### src/rtl/fu_cdb_tx_queue_pkg.sv
// Shared CDB packet definition used by the functional units, their transmit
// queues and the CDB arbiter.
package cdb_pkg;
  localparam int unsigned XLEN  = 32;
  localparam int unsigned PRF   = 64;
  localparam int unsigned ROB   = 32;
  localparam int unsigned PRF_W = $clog2(PRF);
  localparam int unsigned ROB_W = $clog2(ROB);

  typedef struct packed {
    logic [XLEN-1:0]  data;
    logic [PRF_W-1:0] prf_idx;
    logic [ROB_W-1:0] rob_idx;
    logic             direction;
    logic [XLEN-1:0]  target;
    logic             reg_write;
  } cdb_packet_t;
endpackage

### src/rtl/fu_cdb_tx_queue_if.sv
// Handshake bundle between a functional unit / CDB arbiter (master) and its
// transmit queue (slave).
interface fu_cdb_tx_queue_if
  import cdb_pkg::*;
#(
  parameter int unsigned DEPTH = 4
);
  logic                     enq_valid;
  logic [XLEN-1:0]          enq_Data;
  logic [PRF_W-1:0]         enq_PRF_idx;
  logic [ROB_W-1:0]         enq_ROB_idx;
  logic                     enq_direction;
  logic [XLEN-1:0]          enq_target;
  logic                     enq_reg_write;
  logic                     enq_ready;
  logic                     CDB_valid_out;
  logic [XLEN-1:0]          CDB_Data_out;
  logic [PRF_W-1:0]         CDB_PRF_idx_out;
  logic [ROB_W-1:0]         CDB_ROB_idx_out;
  logic                     CDB_direction_out;
  logic [XLEN-1:0]          CDB_target_out;
  logic                     CDB_reg_write_out;
  logic                     CDB_grant_in;
  logic [$clog2(DEPTH):0]   count;

  modport master (
    output enq_valid, enq_Data, enq_PRF_idx, enq_ROB_idx, enq_direction,
           enq_target, enq_reg_write, CDB_grant_in,
    input  enq_ready, CDB_valid_out, CDB_Data_out, CDB_PRF_idx_out,
           CDB_ROB_idx_out, CDB_direction_out, CDB_target_out,
           CDB_reg_write_out, count
  );

  modport slave (
    input  enq_valid, enq_Data, enq_PRF_idx, enq_ROB_idx, enq_direction,
           enq_target, enq_reg_write, CDB_grant_in,
    output enq_ready, CDB_valid_out, CDB_Data_out, CDB_PRF_idx_out,
           CDB_ROB_idx_out, CDB_direction_out, CDB_target_out,
           CDB_reg_write_out, count
  );
endinterface

### src/rtl/fu_cdb_tx_queue.sv
// Per-functional-unit CDB transmit FIFO: buffers completed results and offers
// the oldest one as a request lane to the CDB arbiter.
module fu_cdb_tx_queue
  import cdb_pkg::*;
#(
  parameter int unsigned DEPTH = 4
) (
  input logic              clock,
  input logic              reset,
  input logic              squash,
  fu_cdb_tx_queue_if.slave bus
);
  localparam int unsigned PTR_W = $clog2(DEPTH);
  localparam int unsigned CNT_W = PTR_W + 1;
  localparam logic [CNT_W-1:0] FULL_CNT = CNT_W'(DEPTH);
  localparam logic [CNT_W-1:0] EMPTY_CNT = {CNT_W{1'b0}};

  cdb_packet_t       mem_q [DEPTH-1:0];
  logic [PTR_W-1:0]  head_q, head_d;
  logic [PTR_W-1:0]  tail_q, tail_d;
  logic [CNT_W-1:0]  count_q, count_d;
  logic              enq_fire;
  logic              deq_fire;
  logic              head_valid;
  cdb_packet_t       enq_pkt;
  cdb_packet_t       head_pkt;

  // Ready depends only on registered occupancy, never on the grant.
  assign head_valid = (count_q != EMPTY_CNT);
  assign enq_fire   = bus.enq_valid && (count_q != FULL_CNT);
  assign deq_fire   = bus.CDB_grant_in && head_valid;

  assign enq_pkt = '{data:      bus.enq_Data,
                     prf_idx:   bus.enq_PRF_idx,
                     rob_idx:   bus.enq_ROB_idx,
                     direction: bus.enq_direction,
                     target:    bus.enq_target,
                     reg_write: bus.enq_reg_write};

  always_comb begin
    head_d  = head_q;
    tail_d  = tail_q;
    count_d = count_q;
    if (squash) begin
      head_d  = {PTR_W{1'b0}};
      tail_d  = {PTR_W{1'b0}};
      count_d = EMPTY_CNT;
    end else begin
      if (enq_fire) tail_d = tail_q + PTR_W'(1);
      else          tail_d = tail_q;
      if (deq_fire) head_d = head_q + PTR_W'(1);
      else          head_d = head_q;
      case ({enq_fire, deq_fire})
        2'b10:   count_d = count_q + CNT_W'(1);
        2'b01:   count_d = count_q - CNT_W'(1);
        default: count_d = count_q;
      endcase
    end
  end

  always_ff @(posedge clock) begin
    if (reset) begin
      head_q  <= {PTR_W{1'b0}};
      tail_q  <= {PTR_W{1'b0}};
      count_q <= EMPTY_CNT;
    end else begin
      head_q  <= head_d;
      tail_q  <= tail_d;
      count_q <= count_d;
    end
  end

  // Storage needs no reset: every read is gated by occupancy.
  always_ff @(posedge clock) begin
    if (enq_fire && !squash && !reset) begin
      mem_q[tail_q] <= enq_pkt;
    end
  end

  assign head_pkt = head_valid ? mem_q[head_q] : {$bits(cdb_packet_t){1'b0}};

  assign bus.enq_ready         = (count_q != FULL_CNT);
  assign bus.CDB_valid_out     = head_valid;
  assign bus.CDB_Data_out      = head_pkt.data;
  assign bus.CDB_PRF_idx_out   = head_pkt.prf_idx;
  assign bus.CDB_ROB_idx_out   = head_pkt.rob_idx;
  assign bus.CDB_direction_out = head_pkt.direction;
  assign bus.CDB_target_out    = head_pkt.target;
  assign bus.CDB_reg_write_out = head_pkt.reg_write;
  assign bus.count             = count_q;
endmodule

### src/flat_wrapper.sv
// flat-port wrapper written by rule: the top's interface ports become plain ports
module fu_cdb_tx_queue_flat import cdb_pkg::*;
#(
  parameter int unsigned DEPTH = 4
)
  (clock, reset, squash, bus_enq_valid, bus_enq_Data, bus_enq_PRF_idx, bus_enq_ROB_idx, bus_enq_direction, bus_enq_target, bus_enq_reg_write, bus_CDB_grant_in, bus_enq_ready, bus_CDB_valid_out, bus_CDB_Data_out, bus_CDB_PRF_idx_out, bus_CDB_ROB_idx_out, bus_CDB_direction_out, bus_CDB_target_out, bus_CDB_reg_write_out, bus_count);
  fu_cdb_tx_queue_if #(.DEPTH(DEPTH)) bus_i ();
  input logic clock;
  input logic reset;
  input logic squash;
  input wire logic [$bits(bus_i.enq_valid)-1:0] bus_enq_valid;
  input wire logic [$bits(bus_i.enq_Data)-1:0] bus_enq_Data;
  input wire logic [$bits(bus_i.enq_PRF_idx)-1:0] bus_enq_PRF_idx;
  input wire logic [$bits(bus_i.enq_ROB_idx)-1:0] bus_enq_ROB_idx;
  input wire logic [$bits(bus_i.enq_direction)-1:0] bus_enq_direction;
  input wire logic [$bits(bus_i.enq_target)-1:0] bus_enq_target;
  input wire logic [$bits(bus_i.enq_reg_write)-1:0] bus_enq_reg_write;
  input wire logic [$bits(bus_i.CDB_grant_in)-1:0] bus_CDB_grant_in;
  output wire logic [$bits(bus_i.enq_ready)-1:0] bus_enq_ready;
  output wire logic [$bits(bus_i.CDB_valid_out)-1:0] bus_CDB_valid_out;
  output wire logic [$bits(bus_i.CDB_Data_out)-1:0] bus_CDB_Data_out;
  output wire logic [$bits(bus_i.CDB_PRF_idx_out)-1:0] bus_CDB_PRF_idx_out;
  output wire logic [$bits(bus_i.CDB_ROB_idx_out)-1:0] bus_CDB_ROB_idx_out;
  output wire logic [$bits(bus_i.CDB_direction_out)-1:0] bus_CDB_direction_out;
  output wire logic [$bits(bus_i.CDB_target_out)-1:0] bus_CDB_target_out;
  output wire logic [$bits(bus_i.CDB_reg_write_out)-1:0] bus_CDB_reg_write_out;
  output wire logic [$bits(bus_i.count)-1:0] bus_count;
  assign bus_i.enq_valid = bus_enq_valid;
  assign bus_i.enq_Data = bus_enq_Data;
  assign bus_i.enq_PRF_idx = bus_enq_PRF_idx;
  assign bus_i.enq_ROB_idx = bus_enq_ROB_idx;
  assign bus_i.enq_direction = bus_enq_direction;
  assign bus_i.enq_target = bus_enq_target;
  assign bus_i.enq_reg_write = bus_enq_reg_write;
  assign bus_i.CDB_grant_in = bus_CDB_grant_in;
  assign bus_enq_ready = bus_i.enq_ready;
  assign bus_CDB_valid_out = bus_i.CDB_valid_out;
  assign bus_CDB_Data_out = bus_i.CDB_Data_out;
  assign bus_CDB_PRF_idx_out = bus_i.CDB_PRF_idx_out;
  assign bus_CDB_ROB_idx_out = bus_i.CDB_ROB_idx_out;
  assign bus_CDB_direction_out = bus_i.CDB_direction_out;
  assign bus_CDB_target_out = bus_i.CDB_target_out;
  assign bus_CDB_reg_write_out = bus_i.CDB_reg_write_out;
  assign bus_count = bus_i.count;
  fu_cdb_tx_queue #(.DEPTH(DEPTH)) u_core (.clock(clock), .reset(reset), .squash(squash), .bus(bus_i));
endmodule
### config.mk
export PLATFORM = sky130hd
export DESIGN_NAME = fu_cdb_tx_queue_flat
export DESIGN_NICKNAME = d
export VERILOG_FILES = /design/src/rtl/fu_cdb_tx_queue_pkg.sv /design/src/rtl/fu_cdb_tx_queue_if.sv /design/src/rtl/fu_cdb_tx_queue.sv /design/src/flat_wrapper.sv
export SDC_FILE = /design/constraint.sdc
export NUM_CORES = 1
export LEC_CHECK = 0
export CELL_PAD_IN_SITES_DETAIL_PLACEMENT = 0
export CELL_PAD_IN_SITES_GLOBAL_PLACEMENT = 2
export CORE_ASPECT_RATIO = 1.5
export CORE_UTILIZATION = 45
export DETAILED_ROUTE_END_ITERATION = 8
export PLACE_DENSITY_LB_ADDON = 0.1
export SYNTH_ARGS = -nofsm -noshare
export SYNTH_HDL_FRONTEND = slang
export SYNTH_SLANG_ARGS = --single-unit
### constraint.sdc
create_clock -name clock -period 7.9 [get_ports clock]
set_input_delay 1.185 -clock clock [delete_from_list [all_inputs] [get_ports clock]]
set_output_delay 1.185 -clock clock [all_outputs]
set_load 0.005 [all_outputs]
==> impl_metrics.sql <==
INSERT INTO impl_metrics (metric_group, metric, value, unit) VALUES
('outcome', 'outcome', 'complete, no violations', ''),
('synthesis', 'synth.most_common_cell', 'sky130_fd_sc_hd__edfxtp_1', ''),
('power_and_ir_drop', 'power.density_cell_area', '223', 'nW/um2'),
('synthesis', 'yosys-top-cells-area', 'sky130_fd_sc_hd__edfxtp_1, sky130_fd_sc_hd__mux4_2, sky130_fd_sc_hd__and2_1, sky130_fd_sc_hd__dfxtp_1, sky130_fd_sc_hd__buf_12', ''),
('drt', 'finalWirelength', '23.5', 'mm'),
('die', 'core.rowCount', '73', ''),
('drt', 'post-route-drc-count', '0', ''),
('drt', 'drtPass1Iterations', '4', ''),
('setup_path', 'worst-endpoint-arrival', '3.50', 'ns'),
('global_route', 'grt_pass1_vias', '6383', ''),
('setup_path', 'critical_path.cell_chain', 'buf_4, mux4_2, and2_1, clkdlybuf4s50_1', ''),
('global_route', 'first_pass_grt_wire_length', '36.7', 'mm'),
('placement', 'hpwlAfterDp', '13.7', 'mm'),
('synthesis', 'ys_seq_elements', '317', ''),
('setup_path', 'worst_setup_path_start_kind', 'register', ''),
('global_route', 'largest_net_degree_at_the_start_of_global_routing', '52', ''),
('synthesis', 'synth.avg_cell_area', '22.3', 'um2'),
('cts', 'clock-sinks', '317', ''),
('die', 'starting_utilization_of_the_core_area', '0.458', ''),
('cells_and_area', 'drive_gt1_frac', '0.181', ''),
('synthesis', 'synthesis.instances', '543', ''),
('synthesis', 'synth-async-reset-ratio', '0', ''),
('timing', 'timing.final.crit_share', '0.594', ''),
('cells_and_area', 'area_growth', '23.1', '%'),
('timing', 'min_period', '4.69', 'ns'),
('timing', 'worst_slew_margin_rel', '0.393', ''),
('synthesis', 'library_cells_used_by_synthesis', '27', ''),
('timing', 'max_freq', '0.213', 'GHz'),
('setup_path', 'cp-end-kind', 'output pin', ''),
('power_and_ir_drop', 'max-vdd-ir-drop', '0.000214', 'V'),
('worst_hold_path', 'hold_path_class', 'register to register', ''),
('timing', 'finalHoldWorstSlack', '0.525', 'ns'),
('synthesis', 'sequential_to_total_area_share_from_yosys_stat', '0.777', ''),
('setup_path', 'cp_top_family', 'buffers and inverters', ''),
('timing', 'grt_setup_unrepaired', 'no', ''),
('cts', 'insertion_delay_to_the_later_sink_of_the_worst_skew_pair', '0.54', 'ns'),
('cts', 'clock_tree_from_tritoncts', 'done', ''),
('cts', 'post-cts-setup-buffer-count', '0', ''),
('cts', 'root_buffer', 'sky130_fd_sc_hd__clkbuf_16', ''),
('synthesis', 'yosysWarnings', '0', ''),
('global_route', 'globalRouteOverflowTotal', '0', ''),
('cts', 'clock_tree.buffer_depth', '3', ''),
('drt', 'detail-route-antenna-nets', '0', ''),
('cells_and_area', 'multi_input_comb_area', '2510', 'um2'),
('cells_and_area', 'finalNetCount', '802', ''),
('cts', 'cts_made_buffers', '28', ''),
('setup_path', 'timing.critical_path.fanout_max', '43', ''),
('synthesis', 'synth.cells.most_frequent', 'sky130_fd_sc_hd__edfxtp_1, sky130_fd_sc_hd__and2_1, sky130_fd_sc_hd__mux4_2', ''),
('cells_and_area', 'fillCellCount', '2020', ''),
('die', 'fp.dieW', '136', 'um'),
('drt', 'average_routed_wire_per_standard_cell', '21.9', 'um'),
('job', 'timing.max_cap.violations', '0', ''),
('cts', 'cts.reportedPaths.clkPinSlew', '0.07', 'ns'),
('timing', 'drv_slew', '0', ''),
('die', 'fp.coreArea', '26500', 'um2'),
('setup_path', 'critical_path_class', 'register to output pin', ''),
('synthesis', 'synth-edff-count', '308', ''),
('die', 'die_footprint', '27600', 'um2'),
('synthesis', 'synth_top_cell_area_share', '0.762', ''),
('synthesis', 'synthFlopType', 'sky130_fd_sc_hd__edfxtp_1', ''),
('global_route', 'globalRouteTotalUtil', '0.179', ''),
('setup_path', 'cpPeakStageDelay', '0.93', 'ns'),
('cells_and_area', 'seqCellArea', '9440', 'um2'),
('setup_path', 'cp_slowest_cell', 'sky130_fd_sc_hd__dfxtp_4', ''),
('timing', 'max_slew.worst_pin.slew', '0.910', 'ns'),
('drt', 'vias', '5734', ''),
('drt', 'drt-initial-drc-count', '332', ''),
('timing', 'report.final.hold_viol_count', '0', ''),
('placement', 'post_dp_cell_area', '14100', 'um2'),
('setup_path', 'worst_ep_required_time', '6.71', 'ns'),
('placement', 'port_buffers', '163', '');
-- placed cells by master (no fill, tap or decap), drive strengths merged --
| cell | instances |
|---|---|
| edfxtp | 308 |
| clkdlybuf4s50 | 163 |
| and2 | 78 |
| mux4 | 77 |
| clkbuf | 35 |
| clkinv | 11 |
| dfxtp | 9 |
| inv | 8 |
| nor2 | 7 |
| buf | 7 |
| ha | 5 |
| and3 | 4 |
| xor2 | 4 |
| diode | 2 |
| a21oi | 2 |
| nand2 | 2 |
| clkinvlp | 2 |
| o31ai | 2 |
| or3 | 2 |
| or3b | 1 |
| or2 | 1 |
| mux2i | 1 |
| o311ai | 1 |
| o21ai | 1 |
| nand4 | 1 |
| fa | 1 |
| bufinv | 1 |
-- power breakdown --
part | internal (W) | switching [W]
Combinational | 0.000112 | 0.0000771
Clock | 0.000695 | 0.000569
Sequential | 0.00186 | 0.00000857
-- final timing paths --
check / start / endpoint / slack (ns) / cells past startpoint
max: register / bus_CDB_target_out[22] / 3.21 / 4
min: u_core.tail_q[0] / u_core.tail_q[0] / 0.52 / 2
max reg2reg: u_core.bus.count[0] / u_core.mem_q[1][46] / 5.12 / 4
min reg2reg: u_core.tail_q[0] / u_core.tail_q[0] / 0.52 / 2
-- state kept, by name, indices dropped and copies added, names as in the netlist, named ones only --
signal	cells
u_core.tail_q	2
u_core.bus.count	3
u_core.mem_q	308
u_core.head_q	2
-- layout make-up --
cell class                 count  share of cell area
tap                          337              0.0282
clock inverter                15             0.00771
timing repair buffer         170               0.113
multi-input combinational    190               0.168
antenna                        2            0.000335
inverter                       7             0.00176
clock buffer                  35              0.0494
sequential                   317               0.632
-- through the flow --
stage           util  cells  setup slack [ns]  power [W]
2_1_floorplan      -    543              4.14    0.00198
3_3_place_gp   0.531   1021              3.67    0.00209
3_5_place_dp   0.531   1021              3.65    0.00210
4_1_cts        0.564   1071              3.06    0.00337
5_1_grt        0.564   1073              2.89    0.00345
6_report       0.564   1073              3.21    0.00332
-- worst min-delay path, cell delays in order, from the launching register on --
cell and delay, ns:
sky130_fd_sc_hd__dfxtp_1 0.34, sky130_fd_sc_hd__nand2_1 0.07, sky130_fd_sc_hd__mux2i_1 0.06
-- per-layer routing --
| metal | global-route usage | vias up | wire, um |
|---|---|---|---|
| li1 | - | 2538 | - |
| met1 | 0.224 | 2993 | 9250 |
| met2 | 0.310 | 165 | 12400 |
| met3 | 0.0375 | 34 | 1380 |
| met4 | 0.0548 | 4 | 510 |
| met5 | 0 | - | 23 |
-- cells by family after synthesis --
| logic type | synth area share |
|---|---|
| AND/OR/NAND/NOR | 0.0478 |
| XOR/XNOR | 0.00289 |
| buffers and inverters | 0.0181 |
| adder cells (fa/ha/maj) | 0.00680 |
| flip-flops | 0.777 |
| AO/OA/AOI/OAI | 0.00361 |
| multiplexers | 0.144 |
No activity file was read; power rests on OpenSTA's default activity.
